==> src/rtl/uart_pkg.sv <==
// -----------------------------------------------------------------------------
// uart_pkg
// Definitions shared by the UART TX and RX paths: the default bit-cell divider
// for 4800 baud from the 100 MHz sysclk, the 8N1 frame geometry, and the
// bit-timing state encoding.
// -----------------------------------------------------------------------------
package uart_pkg;

    // 100 MHz / 4800 baud
    localparam int BAUD_DIV_DEFAULT = 20833;

    // One start bit, DATA_BITS data bits, one stop bit
    localparam int FRAME_BITS = 10;
    localparam int DATA_BITS  = FRAME_BITS - 2;

    typedef enum logic [1:0] {
        IDLE  = 2'd0,
        START = 2'd1,
        DATA  = 2'd2,
        STOP  = 2'd3
    } uart_state_t;

endpackage

==> src/rtl/uart_tx_fifo.sv <==
// -----------------------------------------------------------------------------
// uart_tx_fifo
// Small synchronous byte FIFO feeding the UART transmitter. full and empty are
// registered and describe occupancy after each rising edge. A write while full
// is ignored; a read while empty is ignored. Simultaneous write and read both
// take effect and leave the occupancy unchanged.
//
// Ports:
//   sysclk   in   system clock, rising edge
//   reset    in   asynchronous active-low reset
//   wr_en    in   write strobe
//   wr_data  in   byte to store (DATA_BITS wide)
//   rd_en    in   pop strobe; rd_data is the head entry
//   rd_data  out  head of the FIFO (meaningful only while empty=0)
//   full     out  FIFO holds FIFO_DEPTH entries
//   empty    out  FIFO holds no entries
// -----------------------------------------------------------------------------
module uart_tx_fifo
    import uart_pkg::*;
#(
    parameter int FIFO_DEPTH = 4
) (
    input  logic                 sysclk,
    input  logic                 reset,
    input  logic                 wr_en,
    input  logic [DATA_BITS-1:0] wr_data,
    input  logic                 rd_en,
    output logic [DATA_BITS-1:0] rd_data,
    output logic                 full,
    output logic                 empty
);

    localparam int PTR_W = $clog2(FIFO_DEPTH);
    localparam int CNT_W = PTR_W + 1;

    logic [DATA_BITS-1:0] mem [FIFO_DEPTH];
    logic [PTR_W-1:0]     wr_ptr;
    logic [PTR_W-1:0]     rd_ptr;
    logic [CNT_W-1:0]     count;
    logic [CNT_W-1:0]     count_next;
    logic                 do_wr;
    logic                 do_rd;

    assign do_wr = wr_en && !full;
    assign do_rd = rd_en && !empty;

    // NOTE: every signal written in always_comb gets a default first, so no
    // path leaves it unassigned and no latch is inferred.
    always_comb begin
        count_next = count;
        if (do_wr && !do_rd) begin
            count_next = count + CNT_W'(1);
        end else if (do_rd && !do_wr) begin
            count_next = count - CNT_W'(1);
        end
    end

    // NOTE: sequential state uses non-blocking assignments so every flop
    // samples the pre-edge values, independent of statement order.
    always_ff @(posedge sysclk or negedge reset) begin
        if (!reset) begin
            wr_ptr <= '0;
            rd_ptr <= '0;
            count  <= '0;
            full   <= 1'b0;
            empty  <= 1'b1;
        end else begin
            if (do_wr) wr_ptr <= wr_ptr + PTR_W'(1);
            if (do_rd) rd_ptr <= rd_ptr + PTR_W'(1);
            count <= count_next;
            full  <= (count_next == CNT_W'(FIFO_DEPTH));
            empty <= (count_next == '0);
        end
    end

    // NOTE: the storage array is deliberately not reset; an entry is only ever
    // read after it has been written, and the pointers/empty flag are reset.
    always_ff @(posedge sysclk) begin
        if (do_wr) mem[wr_ptr] <= wr_data;
    end

    assign rd_data = mem[rd_ptr];

endmodule

==> src/rtl/uart_tx.sv <==
// -----------------------------------------------------------------------------
// uart_tx
// Buffered 8N1 UART transmitter. Bytes written by the CPU are queued in a
// small FIFO; a bit-timing state machine serialises each one as a start bit,
// DATA_BITS data bits LSB first and a stop bit, each held BAUD_DIV sysclk
// cycles. Back-to-back frames are separated by a single idle (pop) cycle.
//
// Ports:
//   sysclk    in   system clock, rising edge
//   reset     in   asynchronous active-low reset; aborts any frame
//   wr_en     in   byte write strobe
//   wr_data   in   byte to transmit, used only while wr_en=1
//   full      out  FIFO full; writes are dropped while set
//   empty     out  FIFO empty
//   busy      out  a frame is in progress
//   overflow  out  sticky flag, set when a write is dropped
//   tx_done   out  one-cycle pulse after each stop bit
//   UART_TX   out  registered serial line, idle high
// -----------------------------------------------------------------------------
module uart_tx
    import uart_pkg::*;
#(
    parameter int BAUD_DIV   = BAUD_DIV_DEFAULT,
    parameter int FIFO_DEPTH = 4
) (
    input  logic                 sysclk,
    input  logic                 reset,
    input  logic                 wr_en,
    input  logic [DATA_BITS-1:0] wr_data,
    output logic                 full,
    output logic                 empty,
    output logic                 busy,
    output logic                 overflow,
    output logic                 tx_done,
    output logic                 UART_TX
);

    localparam int CNT_W = $clog2(BAUD_DIV);
    localparam int IDX_W = $clog2(DATA_BITS);
    localparam logic [CNT_W-1:0] CNT_LAST = CNT_W'(BAUD_DIV - 1);
    localparam logic [IDX_W-1:0] IDX_LAST = IDX_W'(DATA_BITS - 1);

    uart_state_t          state, state_next;
    logic [CNT_W-1:0]     cnt, cnt_next;
    logic [IDX_W-1:0]     bit_idx, bit_idx_next;
    logic [DATA_BITS-1:0] shift, shift_next;
    logic                 line, line_next;
    logic                 done, done_next;
    logic                 fifo_rd;
    logic [DATA_BITS-1:0] fifo_head;
    logic                 cell_end;

    uart_tx_fifo #(
        .FIFO_DEPTH (FIFO_DEPTH)
    ) u_fifo (
        .sysclk  (sysclk),
        .reset   (reset),
        .wr_en   (wr_en),
        .wr_data (wr_data),
        .rd_en   (fifo_rd),
        .rd_data (fifo_head),
        .full    (full),
        .empty   (empty)
    );

    assign cell_end = (cnt == CNT_LAST);

    // Next-state logic. The line value for the next cell is decided at the
    // last cycle of the current cell so UART_TX stays a plain register.
    always_comb begin
        state_next   = state;
        cnt_next     = cnt;
        bit_idx_next = bit_idx;
        shift_next   = shift;
        line_next    = line;
        done_next    = 1'b0;
        fifo_rd      = 1'b0;

        case (state)
            IDLE: begin
                line_next = 1'b1;
                if (!empty) begin
                    fifo_rd    = 1'b1;
                    shift_next = fifo_head;
                    line_next  = 1'b0;
                    cnt_next   = '0;
                    state_next = START;
                end
            end
            START: begin
                if (cell_end) begin
                    cnt_next     = '0;
                    bit_idx_next = '0;
                    line_next    = shift[0];
                    state_next   = DATA;
                end else begin
                    cnt_next = cnt + CNT_W'(1);
                end
            end
            DATA: begin
                if (cell_end) begin
                    cnt_next = '0;
                    if (bit_idx == IDX_LAST) begin
                        line_next  = 1'b1;
                        state_next = STOP;
                    end else begin
                        // shift[1] is the bit that lands in shift[0] after this shift
                        shift_next   = shift >> 1;
                        bit_idx_next = bit_idx + IDX_W'(1);
                        line_next    = shift[1];
                    end
                end else begin
                    cnt_next = cnt + CNT_W'(1);
                end
            end
            STOP: begin
                if (cell_end) begin
                    cnt_next   = '0;
                    done_next  = 1'b1;
                    state_next = IDLE;
                end else begin
                    cnt_next = cnt + CNT_W'(1);
                end
            end
            default: begin
                line_next  = 1'b1;
                state_next = IDLE;
            end
        endcase
    end

    always_ff @(posedge sysclk or negedge reset) begin
        if (!reset) begin
            state   <= IDLE;
            cnt     <= '0;
            bit_idx <= '0;
            shift   <= '0;
            line    <= 1'b1;
            done    <= 1'b0;
        end else begin
            state   <= state_next;
            cnt     <= cnt_next;
            bit_idx <= bit_idx_next;
            shift   <= shift_next;
            line    <= line_next;
            done    <= done_next;
        end
    end

    // Sticky: a dropped write is remembered until reset.
    always_ff @(posedge sysclk or negedge reset) begin
        if (!reset) begin
            overflow <= 1'b0;
        end else if (wr_en && full) begin
            overflow <= 1'b1;
        end
    end

    assign busy    = (state != IDLE);
    assign tx_done = done;
    assign UART_TX = line;

endmodule
==> config.mk <==
export PLATFORM = sky130hd
export DESIGN_NAME = uart_tx
export DESIGN_NICKNAME = d
export VERILOG_FILES = /design/src/rtl/uart_pkg.sv /design/src/rtl/uart_tx_fifo.sv /design/src/rtl/uart_tx.sv
export SDC_FILE = /design/constraint.sdc
export NUM_CORES = 1
export LEC_CHECK = 0
export ABC_AREA = 1
export BUFFER_PORTS_ARGS = -buffer_cell sky130_fd_sc_hd__buf_2
export CAP_MARGIN = 15
export CORE_MARGIN = 8
export CORE_UTILIZATION = 45
export CTS_BUF_LIST = sky130_fd_sc_hd__clkbuf_2
export DETAILED_ROUTE_END_ITERATION = 8
export GPL_TIMING_DRIVEN = 0
export MAX_ROUTING_LAYER = met4
export PLACE_DENSITY_LB_ADDON = 0.1
export SETUP_SLACK_MARGIN = 0.1
export SLEW_MARGIN = 20
export SYNTH_ARGS = -nofsm -noshare
export SYNTH_HDL_FRONTEND = slang
export SYNTH_HIERARCHICAL = 1
export SYNTH_SLANG_ARGS = --single-unit
==> constraint.sdc <==
create_clock -name sysclk -period 3.85 [get_ports sysclk]
set_input_delay 0.5775 -clock sysclk [delete_from_list [all_inputs] [get_ports sysclk]]
set_output_delay 0.5775 -clock sysclk [all_outputs]
set_load 0.05 [all_outputs]
# Word-level counts from Yosys, hierarchy flattened
# Memory sizes are Yosys's and may differ from the RTL's.
# Index checks and enable logic that the tools add are counted.
# Widths: inputs -> output; s select.
# totals
reg_bits	40
mem_bits_rw	32
inputBits	11
out_inout_bits	6
word_cells	81
mem_count	1
# classes
add_sub_neg	6
n_eq_ne	12
mux	30
reduce_logical	20
# memory_table
memory	words	word_bits	read_ports	rd_clocked_by_memory_dff	wr	line_no	text
u_fifo.mem	4	8	1	0	1	uart_tx_fifo.sv:36	logic [DATA_BITS-1:0] mem [FIFO_DEPTH];
# ops
operator	count
$mux 15	2
$pmux 15 s2	1
$mux 8	3
$pmux 8 s2	1
$add 15x1->15 const B	1
$eq 15x15->1 const B	1
$mux 3	5
$ne 2x2->1 const B	6
$mux 1	10
$mux 2	5
$pmux 2 s4	1
$reduce_and 4->1	2
$add 3x1->3 const B	2
$eq 3x3->1 const B	2
$pmux 3 s2	1
$reduce_bool 2->1	3
$logic_and 1x1->1	5
$reduce_and 5->1	1
$add 2x1->2 const B	2
$eq 2x2->1 const B	2
$logic_not 1->1	4
$logic_not 3->1	1
$pmux 1 s3	1
$reduce_and 3->1	1
5 further kinds	5

# Logic depth before layout (Yosys ltp)
# Gate-level depths: netlist of the first run.
# logic_depth
ltp_word	7
depth_mapped	12
ltp_nobuf	12

# Cells and area by module
# The synthesis of the first run kept the hierarchy.
# by_module_without_submodules
module	instances	cells_per_inst	area_each_um2	seq_area_each_um2
uart_tx	1	284	1978.1	777.0
uart_tx_fifo	1	157	1771.7	1187.4

# Worst setup path before layout of the first run
# Ideal clock, no wire load.
# synth_path
path_type	register to register
startpoint	register state[0]
endpoint	register u_fifo.empty
setup_ns	0.067
arrival_time_ns	1.735
t_required_ns	3.783
setup_slack_ns	2.047
stages_incl_launch_ff	12
path_buffers	0
period_less_slack_ns	1.803
cell_sequence	dfrtp_1 > inv_1 > ha_1 > inv_1 > nor2_1 > nand2_1 > nand2_2 > nand2_2 > nor2_1 > nor2_2 > nand2_1 > nor2_1
# synth_via
elab_chain_cells	7
word_cells_on_any_way	9
cone_classes	mux: 3; reduce/logical: 6
# synth_rtl
item	line_no	text
from (decl)	uart_tx.sv:43	uart_state_t state, state_next;
from (signal assigned)	uart_tx.sv:141	state <= state_next;
$logic_not 2->1 (*)	uart_tx.sv:79	case (state)
$mux 1 (*)	uart_tx.sv:79	
net fifo_rd	uart_tx.sv:49	logic fifo_rd;
$logic_and 1x1->1 (*)	uart_tx_fifo.sv:45	assign do_rd = rd_en && !empty;
$logic_and 1x1->1 or $logic_not 1->1 (tied branches)	uart_tx_fifo.sv:53, uart_tx_fifo.sv:51	
$mux 3 or $logic_and 1x1->1 (tied branches)	uart_tx_fifo.sv:53, uart_tx_fifo.sv:51	
$mux 3 (*)	uart_tx_fifo.sv:51	if (do_wr && !do_rd) begin
$logic_not 3->1 (*)	uart_tx_fifo.sv:72	empty <= (count_next == '0);
to (signal assigned)	uart_tx_fifo.sv:72	
to (decl)	uart_tx_fifo.sv:30	output logic empty
# The timed path passes the listed nets; every way through them passes the cells marked *.
# A chain may end at the register's enable or synchronous reset.

# Final worst setup path of the first run
# layout_path
startpoint	register state[0]
endpoint	output port busy
# layout_via
elab_chain_cells	1
# layout_rtl
item	line_no	text
$reduce_bool 2->1	uart_tx.sv:159	assign busy = (state != IDLE);
to (decl)	uart_tx.sv:32	output logic busy,
# Every way passes these cells.

==> results.md, run 1 <==
* Core Util, Final at 0.503
* Drt pass-1 iters at 4
* Pleak at 1.90 nW
* Min-delay worst type: primary input to async pin
* Most frequent cell after synthesis: nand2_1
* Layout cells sized above 1 at 0.146
* Internal power component at 0.00120 W
* Drt drc at 0
* Clk Latency, worst-skew pair at 0.52 ns
* Synth Register Bits at 72
* Clock Power Share at 0.268
* Sequential power share at 0.538
* Pwr Density at 441 mW/mm^2
* Post-synthesis cell type count at 28
* Dpl hpwl at 5430 um
* Largest cells by area after synthesis: edfxtp_1 26%, dfrtp_1 25%, nand2_1 12%, nor2_1 5.7%, ha_1 5.0%
* Root Driver: clkbuf_2
* Net switching power at 0.000610 W
* Largest net degree at the start of global routing at 41
* Finish-stage setup viols at 0
* Cts repair resizes at 0
* Largest family of logic cells by synthesized area: simple AND/OR/NAND/NOR gates
* Core Footprint at 0.00813 sq mm
* RSZ-0062 raised after global routing: false
* Pre-CTS setup slack at 1.95 ns
* Peak VDD IR at 0.000399 V
* Die W at 107 um
* Syn Area/Cell at 8.50 sq um
* Crit path arrival time at 1.69 ns
* Reg2reg end: u_fifo/full
* I/O Pins at 17
* CP Launch Type: flip-flop
* Drt wl/cell at 13.6 um
* CP most frequent cell: inv_1
* Yosys warnings at 6
* Clk_skew at 0.0360 ns
* R2R setup slack at 1.96 ns
* Commonest register cell after synthesis: dfrtp_1
* Compound-Gate Fraction of Synth Area at 0.0647
* Net Count, Synth at 467
* Hold buffers post-CTS at 0
* Placed cell areas at 0.00396 sq mm
* Vias in the first global route at 2873
* Setup crit end: busy
* Setup Crit Path Kind: flip-flop to output pin
* Filler cells at 769
* Die H at 107 um
* TritonCTS clock tree: built
* CP startpoint: state[0]
* Crit end category: output pin
* Ant diodes at 0
* Reg area at 0.00196 sq mm
* Combinational share of power at 0.193
* Post-CTS setup buffers at 0
* Antenna violations before repair at 0
* Post-synth EDFFs at 32
* Sw Share at 0.338
* CP peak stage delay at 0.46 ns
* Gp weighted congestion at 0.849
* DRT antenna net count at 0
* Sequential share of the synthesized area at 0.524
* Row count at 33
* H-tree depth at 3
* Clock-pin slew on the worst setup and hold paths at 0.26 ns
* Finished Cell Area at 0.00409 sq mm
* Synth Instances at 441
* Gr ovfl total at 0
* Synth async-reset ratio at 0.556
* Actual slew at the worst max-slew pin at 0.923 ns
* Critical Path RT at 3.27 ns
* Worst-path maximum fanout at 4
* Synthesized area at 0.00375 sq mm
* Final Critical Period at 2.27 ns
* CTS Sinks at 72
* First-pass GRT wire length at 13700 um
* Max-cap viol count at 0
* Synth Area in XOR/XNOR at 0.0163
* FF-to-FF Start: state[0]
* Status: completed
* Synth Area in Simple Gates at 0.279
* CP cell instances: inv_1 > ha_1 > inv_1 > buf_2
* Largest area contributor in the netlist: edfxtp_1
* Setup_tns at 0 ns
* Setup slack after layout at 1.58 ns
* Layout area overhead at 9.14%
* Achievable Freq at 0.441 GHz
* Drt total wl at 7850 um
* Routed vias/inst at 4.94
* Commonest cells in the netlist: 124 x nand2_1, 57 x nor2_1, 46 x inv_1
* Initial DRC Count at 106
* Crit path max-delay cell type: dfrtp_1
* Slew Limit Fails at 0
* Reg2Reg Depth at 12
* Die Footprint at 0.0115 sq mm
* Area share of the largest cell type after synthesis at 0.256
* Worst slew margin at 0.385
* Multiplexer area fraction after synthesis at 0
* Final nets at 494
* Synth Area in Adders at 0.0501
* Clock tree buffer depth at 2
* Initial core utilization at 0.461
* DR vias at 2856
* Multi-input logic area at 0.00154 sq mm
* Crit share post-route at 0.589
* GRT Overall Usage at 0.152
* CTS Buf Count at 9
* IO Port Bufs at 16
* Final Hold Viols at 0
[per-stage QoR]
stage	instances	total power, W	hold WS, ns
floorplan	441	0.00124	0.282
detailed placement	562	0.00134	0.445
global route	578	0.00192	0.173
global placement	562	0.00133	0.433
finish	578	0.00181	0.143
CTS	578	0.00183	0.145
[power by group through the flow]
stage	registers [W]	logic, W	clock network [W]
2_1_floorplan	0.00102	0.000225	0
3_3_place_gp	0.000984	0.000347	0
3_5_place_dp	0.000989	0.000353	0
4_1_cts	0.000973	0.000355	0.000500
5_1_grt	0.000982	0.000413	0.000525
6_report	0.000973	0.000350	0.000484
[worst max-delay path, delay by kind of cell, from the launching register on]
family,cells,cell delay [ns]
fa+ha+maj,1,0.26
buf+inv,3,0.48
flops,1,0.46
[cell usage in the layout (no fill, tap or decap), types with 2 or more instances in the layout]
cell      count
o21ai_0      25
nand4_1       8
inv_2         8
nand2_2       8
o22ai_1       8
nor2_1       57
edfxtp_1     32
nand2_1     124
nor2_2        8
inv_1        46
buf_2        21
dfstp_2       2
nor3_1        3
inv_8         2
dfrtp_1      38
nand3b_1      2
xor2_1        7
buf_4         2
nand3_1      33
inv_6         2
a21oi_4       2
ha_1         15
clkbuf_2      9
[cell type report]
class,instances,area share
repair buffers,16,0.0196
inverters,54,0.0495
multi-input cells,307,0.376
plain buffers,8,0.0107
flip-flops and latches,72,0.480
clock buffers,9,0.0110
clock inverters,7,0.0211
well taps,105,0.0321
[cells by family after synthesis]
logic type,Yosys count
compound gates,40
flops,72
fa+ha+maj,15
buf+inv,62
xor+xnor,7
simple gates,245
[registers in the layout (all words and copies together) (netlist names)]
| register | flops |
|---|---|
| UART_TX | 1 |
| bit_idx | 3 |
| cnt | 15 |
| overflow | 1 |
| shift | 8 |
| state | 2 |
| tx_done | 1 |
| u_fifo/count | 3 |
| u_fifo/empty | 1 |
| u_fifo/full | 1 |
| u_fifo/mem | 32 |
| u_fifo/rd_ptr | 2 |
| u_fifo/wr_ptr | 2 |
[routing by layer]
metal | up-vias | global-route usage | part of all wire
met5 | - | - | 0
met4 | 0 | 0.0603 | 0.014
met3 | 8 | 0.0246 | 0.029
met2 | 42 | 0.230 | 0.46
met1 | 1329 | 0.199 | 0.50
li1 | 1477 | - | -
[worst min-delay path by stage]
stage                     cells after the start  slack (ns)         end  startpoint
final                                         1        0.14  bit_idx[2]       reset
after global routing                          1        0.17  bit_idx[2]       reset
after CTS                                     1        0.15  bit_idx[2]       reset
after detailed placement                      1        0.44    overflow    overflow
after global placement                        1        0.43    overflow    overflow
after floorplan                               0        0.28  bit_idx[0]       reset
No activity file was read; power rests on OpenSTA's default activity.
==> run 2, diff against run 1 <==
Clock period 3.85 ns to 1.9 ns, I/O delays scaled along.
==> results.md, run 2 (synthesis results as in run 1) <==
* Sequential power share at 0.512
* Max-cap viol count at 0
* WHS at 0.401 ns
* GRT Overall Usage at 0.154
* Actual slew at the worst max-slew pin at 0.932 ns
* Max reg flops at 32
* Layout area overhead at 16.3%
* Finish-stage setup viols at 0
* GR peak layer: met2
* Crit share post-route at 0.964
* M3 GR Usage at 0.0263
* Largest Register: u_fifo/mem
* Drt pass-1 iters at 4
* Crit path arrival time at 1.55 ns
* CP startpoint: state[0]
* TritonCTS clock tree: built
* Sw Share at 0.328
* Gp weighted congestion at 0.858
* Drt drc at 0
* Vias in the first global route at 2802
* Row count at 33
* Setup Crit Path Kind: flip-flop to output pin
* Final nets at 513
* Commonest non-fill, non-tap cell in the layout: nand2_1
* Reg2reg end: u_fifo/empty
* Reg2Reg Depth at 12
* Worst slew margin at 0.378
* DRT antenna net count at 0
* RSZ-0062 raised after global routing: true
* Crit end category: output pin
* Initial DRC Count at 90
* Pre-CTS setup slack at 0.0469 ns
* Die Footprint at 0.0115 sq mm
* Global routing met2 resource utilization at 0.234
* Crit path max-delay cell type: dfrtp_1
* Die H at 107 um
* Drt wl/cell at 13.6 um
* Initial core utilization at 0.461
* Antenna violations before repair at 0
* Core Footprint at 0.00813 sq mm
* Drt total wl at 8120 um
* Layout cells sized above 1 at 0.191
* Ant diodes at 0
* Critical Path RT at 1.62 ns
* Clock tree buffer depth at 2
* Achievable Freq at 0.546 GHz
* CP peak stage delay at 0.46 ns
* R2R setup slack at 0.16 ns
* Largest net degree at the start of global routing at 41
* Routed vias/inst at 4.96
* CTS Buf Count at 9
* CTS Sinks at 72
* Root Driver: clkbuf_2
* Dpl hpwl at 5550 um
* Final cell count without fillers at 597
* Core Util, Final at 0.536
* Top flop regs: u_fifo/mem: 32 flops, cnt: 15 flops, shift: 8 flops
* Clock Power Share at 0.287
* CP Launch Type: flip-flop
* Final Hold Viols at 0
* Gr ovfl total at 0
* Worst-path maximum fanout at 3
* DR vias at 2960
* Min-delay worst type: primary input to async pin
* Setup crit end: busy
* Clk_skew at 0.0352 ns
* Die W at 107 um
* CP cell instances: inv_2 > ha_4 > clkinvlp_4 > buf_6
* Pleak at 2.01 nW
* Setup slack after layout at 0.0685 ns
* Peak VDD IR at 0.000753 V
* Net switching power at 0.00127 W
* First-pass GRT wire length at 13700 um
* Internal power component at 0.00259 W
* Placed cells at 562
* Final Critical Period at 1.83 ns
* Status: completed
* Slew Limit Fails at 0
* FF-to-FF Start: state[0]
* H-tree depth at 3
* Clock-pin slew on the worst setup and hold paths at 0.24 ns
* Met1 GRT Util at 0.203
* Clk Latency, worst-skew pair at 0.52 ns
* I/O Pins at 17
* Power Total at 0.00386 W
* Most frequent cells in the layout: 121 x nand2_1, 49 x nor2_1, 43 x inv_1, 38 x dfrtp_1, 33 x nand3_1
* IO Port Bufs at 16
* Pwr Density at 885 mW/mm^2
* Combinational share of power at 0.202
## run 2: changes by cell type in the layout (fill, tap and decap cells not counted), sizes merged
cell / change
bufinv: +1
dlygate4sd3: +10
clkbuf: -1
inv: -1
buf: +10
## run 2: metal layers
layer  share of wire  vias to the layer above
met5               0                        -
met4           0.011                        0
met3           0.037                        9
met2            0.47                       56
met1            0.49                     1378
li1                -                     1517
## run 2: stage by stage
step,instance area [sq um],TNS [ns]
after floorplan,3770,0
after global placement,3980,0
after detailed placement,3980,0
after CTS,4280,-0.00810
after global routing,4360,-0.0527
final,4360,0
## run 2: area by class of cell
cell class | instances | area [sq um]
fill | 754 | 3770
clock buffer | 9 | 45.0
sequential | 72 | 1960
inverter | 54 | 206
buffer | 8 | 47.5
clock inverter | 7 | 111
multi-input combinational | 307 | 1590
timing repair buffer | 35 | 260
tap | 105 | 131
## run 2: how the worst min path moves through the flow
stage	from	endpoint	slack, ns	cells after the start
after floorplan	reset	bit_idx[0]	-0.01	0
after detailed placement	overflow	overflow	0.45	1
after CTS	reset	bit_idx[1]	0.40	2
after global placement	overflow	overflow	0.43	1
after global routing	reset	state[1]	0.45	2
final	reset	bit_idx[1]	0.40	2
## run 2: power by group through the flow
stage	Clock [W]	Combinational, W	Sequential (W)
floorplan	0	0.000457	0.00206
global placement	0	0.000706	0.00200
detailed placement	0	0.000718	0.00201
CTS	0.00114	0.000741	0.00198
global route	0.00121	0.000884	0.00200
finish	0.00111	0.000778	0.00197
## run 2: timing repair
item	in CTS	in global routing
setup endpoints to repair	7	21
buffers inserted	2	7
hold endpoints to repair	71	0
resized for setup	8	13
hold buffers	10	0
pin swaps	0	4
## run 2: critical path, delay by kind of cell (launching register included)
| family | cells | cell delay (ns) |
|---|---|---|
| flops | 1 | 0.46 |
| fa+ha+maj | 1 | 0.17 |
| buf+inv | 3 | 0.40 |
